[config.mk]
export PLATFORM = sky130hd
export DESIGN_NAME = matrix_mac_engine
export DESIGN_NICKNAME = d
export VERILOG_FILES = /design/src/rtl/matrix_mac_engine.sv
export SDC_FILE = /design/constraint.sdc
export NUM_CORES = 2
export LEC_CHECK = 0
export ABC_AREA = 1
export CORE_MARGIN = 8
export CORE_UTILIZATION = 40
export DETAILED_ROUTE_END_ITERATION = 12
export PLACE_DENSITY = 0.56
export SYNTH_ARGS = -nofsm -noshare
export SYNTH_HDL_FRONTEND = slang
export SYNTH_SLANG_ARGS = --single-unit
export TNS_END_PERCENT = 30
[constraint.sdc]
create_clock -name clk -period 10.33 [get_ports clk]
set_clock_uncertainty 0.1 [all_clocks]
set_input_delay 2.066 -clock clk [delete_from_list [all_inputs] [get_ports clk]]
set_output_delay 2.066 -clock clk [all_outputs]
set_load 0.005 [all_outputs]
[src/rtl/matrix_mac_engine.sv]
// matrix_mac_engine
//   Parametrised N x N matrix multiplier built around a single time-multiplexed
//   multiply-accumulate unit. Operand matrices arrive one whole matrix per beat.
//   The product C = A * B is produced one MAC per cycle, so a job takes N^3 cycles.
//   The result is then held on a valid/ready port until the consumer takes it.
//
// Ports
//   clk           rising-edge clock
//   reset_l       asynchronous active-low reset
//   load_valid    load beat present
//   load_ready    high only while idle
//   load_sel      0 = write matrix A, 1 = write matrix B
//   load_data     N*N*DW row-major matrix; element (r,c) at [(r*N+c)*DW +: DW]
//   start         begin a job (honoured only while idle and not loading)
//   signed_mode   sampled with start; 1 = two's-complement operands
//   busy          job in progress or result waiting
//   done          single-cycle pulse on the first cycle of result_valid
//   result_valid  result available
//   result_ready  consumer accepts the result
//   result_data   C matrix, same packing as load_data
//   overflow      some element of the result left the DW range
module matrix_mac_engine #(
    parameter int N        = 4,
    parameter int DW       = 16,
    parameter int ACCW     = 2*DW + 4,
    parameter int SATURATE = 0
) (
    input  logic              clk,
    input  logic              reset_l,
    input  logic              load_valid,
    output logic              load_ready,
    input  logic              load_sel,
    input  logic [N*N*DW-1:0] load_data,
    input  logic              start,
    input  logic              signed_mode,
    output logic              busy,
    output logic              done,
    output logic              result_valid,
    input  logic              result_ready,
    output logic [N*N*DW-1:0] result_data,
    output logic              overflow
);

    localparam int CW = $clog2(N);
    localparam int MW = N*N*DW;

    typedef enum logic [1:0] {
        IDLE    = 2'd0,
        COMPUTE = 2'd1,
        HOLD    = 2'd2
    } state_t;

    state_t          state;
    state_t          next_state;
    logic [CW-1:0]   r_cnt;
    logic [CW-1:0]   c_cnt;
    logic [CW-1:0]   k_cnt;
    logic [MW-1:0]   a_mem;
    logic [MW-1:0]   b_mem;
    logic [MW-1:0]   c_mem;
    logic [ACCW-1:0] acc;
    logic            mode_signed;
    logic            ovf_sticky;

    logic [DW-1:0]          a_el;
    logic [DW-1:0]          b_el;
    logic signed [2*DW-1:0] prod_s;
    logic [2*DW-1:0]        prod_u;
    logic [ACCW-1:0]        prod_ext;
    logic [ACCW-1:0]        sum;
    logic [DW:0]            conv;
    logic                   last_k;
    logic                   last_elem;

    // Range-check and narrow one accumulated sum. Bit DW of the return value is
    // the out-of-range flag, and the low DW bits are the stored element. A value
    // is in range when every bit above the kept field is a copy of the kept
    // field's top bit (signed) or zero (unsigned).
    function automatic logic [DW:0] convert(input logic [ACCW-1:0] v, input logic sgn);
        logic          in_range;
        logic [DW-1:0] clamped;
        if (sgn) begin
            in_range = (v[ACCW-1:DW-1] == {(ACCW-DW+1){1'b0}}) ||
                       (v[ACCW-1:DW-1] == {(ACCW-DW+1){1'b1}});
            clamped  = v[ACCW-1] ? {1'b1, {(DW-1){1'b0}}} : {1'b0, {(DW-1){1'b1}}};
        end else begin
            in_range = (v[ACCW-1:DW] == {(ACCW-DW){1'b0}});
            clamped  = {DW{1'b1}};
        end
        convert = {~in_range, ((SATURATE != 0) && !in_range) ? clamped : v[DW-1:0]};
    endfunction

    assign a_el     = a_mem[(int'(r_cnt)*N + int'(k_cnt))*DW +: DW];
    assign b_el     = b_mem[(int'(k_cnt)*N + int'(c_cnt))*DW +: DW];
    assign prod_s   = $signed(a_el) * $signed(b_el);
    assign prod_u   = a_el * b_el;
    assign prod_ext = mode_signed ? {{(ACCW-2*DW){prod_s[2*DW-1]}}, prod_s}
                                  : {{(ACCW-2*DW){1'b0}}, prod_u};
    assign sum       = acc + prod_ext;
    assign conv      = convert(sum, mode_signed);
    assign last_k    = (k_cnt == CW'(N-1));
    assign last_elem = last_k && (c_cnt == CW'(N-1)) && (r_cnt == CW'(N-1));

    assign result_data = c_mem;
    assign overflow    = ovf_sticky;

    // Next-state selection; a load beat takes priority over start in IDLE.
    always_comb begin
        next_state = state;
        case (state)
            IDLE: begin
                if (start && !load_valid) next_state = COMPUTE;
                else                      next_state = IDLE;
            end
            COMPUTE: begin
                if (last_elem) next_state = HOLD;
                else           next_state = COMPUTE;
            end
            HOLD: begin
                if (result_valid && result_ready) next_state = IDLE;
                else                              next_state = HOLD;
            end
            default: next_state = IDLE;
        endcase
    end

    // State register.
    always_ff @(posedge clk or negedge reset_l) begin
        if (!reset_l) state <= IDLE;
        else          state <= next_state;
    end

    // Operand/result storage, loop counters and the accumulator.
    always_ff @(posedge clk or negedge reset_l) begin
        if (!reset_l) begin
            a_mem       <= {MW{1'b0}};
            b_mem       <= {MW{1'b0}};
            c_mem       <= {MW{1'b0}};
            acc         <= {ACCW{1'b0}};
            r_cnt       <= {CW{1'b0}};
            c_cnt       <= {CW{1'b0}};
            k_cnt       <= {CW{1'b0}};
            mode_signed <= 1'b0;
            ovf_sticky  <= 1'b0;
        end else begin
            case (state)
                IDLE: begin
                    if (load_valid && load_ready) begin
                        if (load_sel) b_mem <= load_data;
                        else          a_mem <= load_data;
                    end else if (start && !load_valid) begin
                        mode_signed <= signed_mode;
                        ovf_sticky  <= 1'b0;
                        acc         <= {ACCW{1'b0}};
                        r_cnt       <= {CW{1'b0}};
                        c_cnt       <= {CW{1'b0}};
                        k_cnt       <= {CW{1'b0}};
                    end
                end
                COMPUTE: begin
                    if (last_k) begin
                        c_mem[(int'(r_cnt)*N + int'(c_cnt))*DW +: DW] <= conv[DW-1:0];
                        ovf_sticky <= ovf_sticky | conv[DW];
                        acc        <= {ACCW{1'b0}};
                        k_cnt      <= {CW{1'b0}};
                        if (c_cnt == CW'(N-1)) begin
                            c_cnt <= {CW{1'b0}};
                            r_cnt <= (r_cnt == CW'(N-1)) ? {CW{1'b0}} : r_cnt + CW'(1);
                        end else begin
                            c_cnt <= c_cnt + CW'(1);
                        end
                    end else begin
                        acc   <= sum;
                        k_cnt <= k_cnt + CW'(1);
                    end
                end
                default: begin
                end
            endcase
        end
    end

    // Registered handshake/status outputs. result_valid rises one cycle after
    // entering HOLD, and done marks exactly that first valid cycle.
    always_ff @(posedge clk or negedge reset_l) begin
        if (!reset_l) begin
            load_ready   <= 1'b0;
            busy         <= 1'b0;
            result_valid <= 1'b0;
            done         <= 1'b0;
        end else begin
            load_ready   <= (next_state == IDLE);
            busy         <= (next_state != IDLE);
            result_valid <= (state == HOLD) && !(result_valid && result_ready);
            done         <= (state == HOLD) && !result_valid;
        end
    end

endmodule

==> reports/qor.yml <==
overflow: 0
io_pins: 524
synth-seq-cells: 818
yosysTopAreaCell: "dfrtp_1"
nets: 8023
wl_per_cell_um: 21.69
detail_route.iter0.violations: 3866
cts_max_path_buffers: 3
crit_top_cell: "nand2_1"
numCtsBuffers: 92
clock-sinks: 818
yosys-top-cells-area: "dfrtp_1, fa_1, nand2_1, o21ai_0, inv_1"
cts-root-buf: "clkbuf_16"
antenna_found_initial: 10
hold_path_class: "register to register"
period_share: 0.9474
synth.distinct_cells: 57
endpoint_kind: "register"
cap_violations: 0
drc_errors: 0
yosysWarnings: 0
drtPass1Iterations: 8
clkLatencyLatePin_ns: 0.72
rows: 134
synth_top_area_share: 0.3836
cp.required_ns: 10.85
period_minus_slack_ns: 9.787
slowest_delay_ns: 0.60
die_h_um: 381.3
fmax_mhz: 102.2
holdPathStages: 2
tightest_slew_ns: 1.156
hold_viol: 0
htreeDepth: 3
max-slew-margin-rel: 0.2292
syn2layout_area_growth_pct: 22.58
gp_congestion: 0.9386
outcome: "finished, final reports clean"
synth_nets: 7423
port_buffers: 523
ctsHoldBuffers: 0
yosysSeqAreaShare: 0.3836
final-setup-viol-count: 0
path_clk_slew_ns: 0.07
hpwl_um: 153300
final_common_cell: "nand2_1"
ant_nets: 0
groute.usage.overall: 0.2645
wirelength_um: 196100
worstPathMaxFanout: 24
cts_tree: "yes"
cp-startpoint: "c_cnt[1]$_DFFE_PN0P_"
cp.arrival_ns: 10.30
dieArea_um2: 145400
slew_viol_final: 0
drive_gt1_frac: 0.07692
grt_max_degree: 271
grt_pass1_vias: 47427
die_w_um: 381.3
timing.setup.tns_ns: 0
nFillCells: 12978
grt_pass1_wl_um: 297400
coreArea_um2: 133000
critical_path_class: "register to register"
start_util: 0.4014
postSynthCellCount: 6595
num_vias: 46824
cp-start-kind: "register"
rr_startpoint: "c_cnt[1]$_DFFE_PN0P_"
slowest_stage: "fa_1"
viasPerCell: 5.178
mostFrequentLayoutCells: "nand2_1, inv_1, o21ai_0, dfrtp_1, clkdlybuf4s50_1"
r2r_cells: 46
synth_area_per_cell_um2: 8.092
synthesis.area_um2: 53370
worstHoldStart: "result_data[112]$_DFFE_PN0P_"
rsz0062_at_grt: "false"
[path summary, 6_finish.rpt]
kind                                                      to  slack (ns)
max in group asynchronous               r_cnt[0]$_DFFE_PN0P_        6.50
worst min-delay path            result_data[112]$_DFFE_PN0P_        0.37
min in group asynchronous                acc[18]$_DFFE_PN0P_        1.25
worst max register to register          overflow$_DFFE_PN0P_        0.54
worst max-delay path                    overflow$_DFFE_PN0P_        0.54
worst min register to register  result_data[112]$_DFFE_PN0P_        0.37
[state kept, by name (all words and copies together) (netlist names), 2 cells and up]
register / count
acc: 36
a_mem: 256
state: 2
b_mem: 256
r_cnt: 2
k_cnt: 2
c_cnt: 2
result_data: 256
[layout make-up]
class | instances | area, um^2 | area share
Clock buffer | 139 | 2801 | 0.04282
Timing Repair Buffer | 810 | 7759 | 0.1186
Inverter | 1144 | 4314 | 0.06595
Clock inverter | 27 | 339.1 | 0.005183
Multi-Input combinational cell | 4329 | 27490 | 0.4202
Tap cell | 1768 | 2212 | 0.03382
Antenna cell | 8 | 20.02 | 0.0003060
Sequential cell | 818 | 20480 | 0.3131
[metrics by stage]
stage	instance area, um^2	cells	hold slack (ns)	util	setup slack (ns)
after floorplan	53370	6595	0.3465	-	1.839
after global placement	61950	8859	0.3568	0.4659	-0.07561
after detailed placement	61950	8859	0.3582	0.4659	-0.1190
after CTS	65090	9025	0.3717	0.4896	0.1404
after global routing	65420	9042	0.3962	0.4920	0.0004192
final	65420	9043	0.3670	0.4920	0.5434
[worst max-delay path, delay by kind of cell, from the launching register on]
kind | cells | cell delay (ns)
DFF | 1 | 0.44
buffers and inverters | 10 | 1.15
adders and majority gates | 8 | 3.80
AOI/OAI and AO/OA | 9 | 1.58
and+or+nand+nor | 18 | 2.43
xor gates and xnor gates | 1 | 0.18
[routing by layer]
layer  part of all wire  track usage
met1               0.43       0.3542
met2               0.47       0.4321
met3              0.054      0.03473
met4              0.047       0.1112
met5                  0            0
[synth_stat cells (all sizes together)]
cell type and instances:
nand2 1578, inv 1141, o21ai 1014, dfrtp 818, nor2 502, fa 368
clkbuf 204, ha 197, a21oi 174, nand3 140, buf 100, o221ai 97
o22ai 36, o211ai 35, o21a 31, nand4 30, xor2 24, nor3 22
xnor2 15, a31oi 11, a21o 8, mux2i 7, or2 7, and2 6
o21bai 6, nor4 5, a21boi 3, clkinv 3, a221oi 2, a22o 2
and3 2, nand3b 2, o31ai 2, a22oi 1, mux2 1, o2111ai 1
[kinds of logic after synthesis]
| kind of cell | share of synthesized area |
|---|---|
| and+or+nand+nor | 0.1732 |
| adders and majority gates | 0.1842 |
| muxes | 0.001524 |
| buffers and inverters | 0.1049 |
| AOI/OAI and AO/OA | 0.1460 |
| DFF | 0.3836 |
| xor gates and xnor gates | 0.006541 |
[repair_timing]
item | 4_1_cts | 5_1_grt
gates cloned | 0 | 0
hold endpoints to repair | 0 | 0
buffers inserted | 0 | 10
pin swaps | 0 | 11
resized for setup | 1 | 56
setup endpoints to repair | 1 | 8
Power is left out: the tool's default activity adds up to more than one toggle a clock period on the data nets, which glitch-free logic cannot reach.
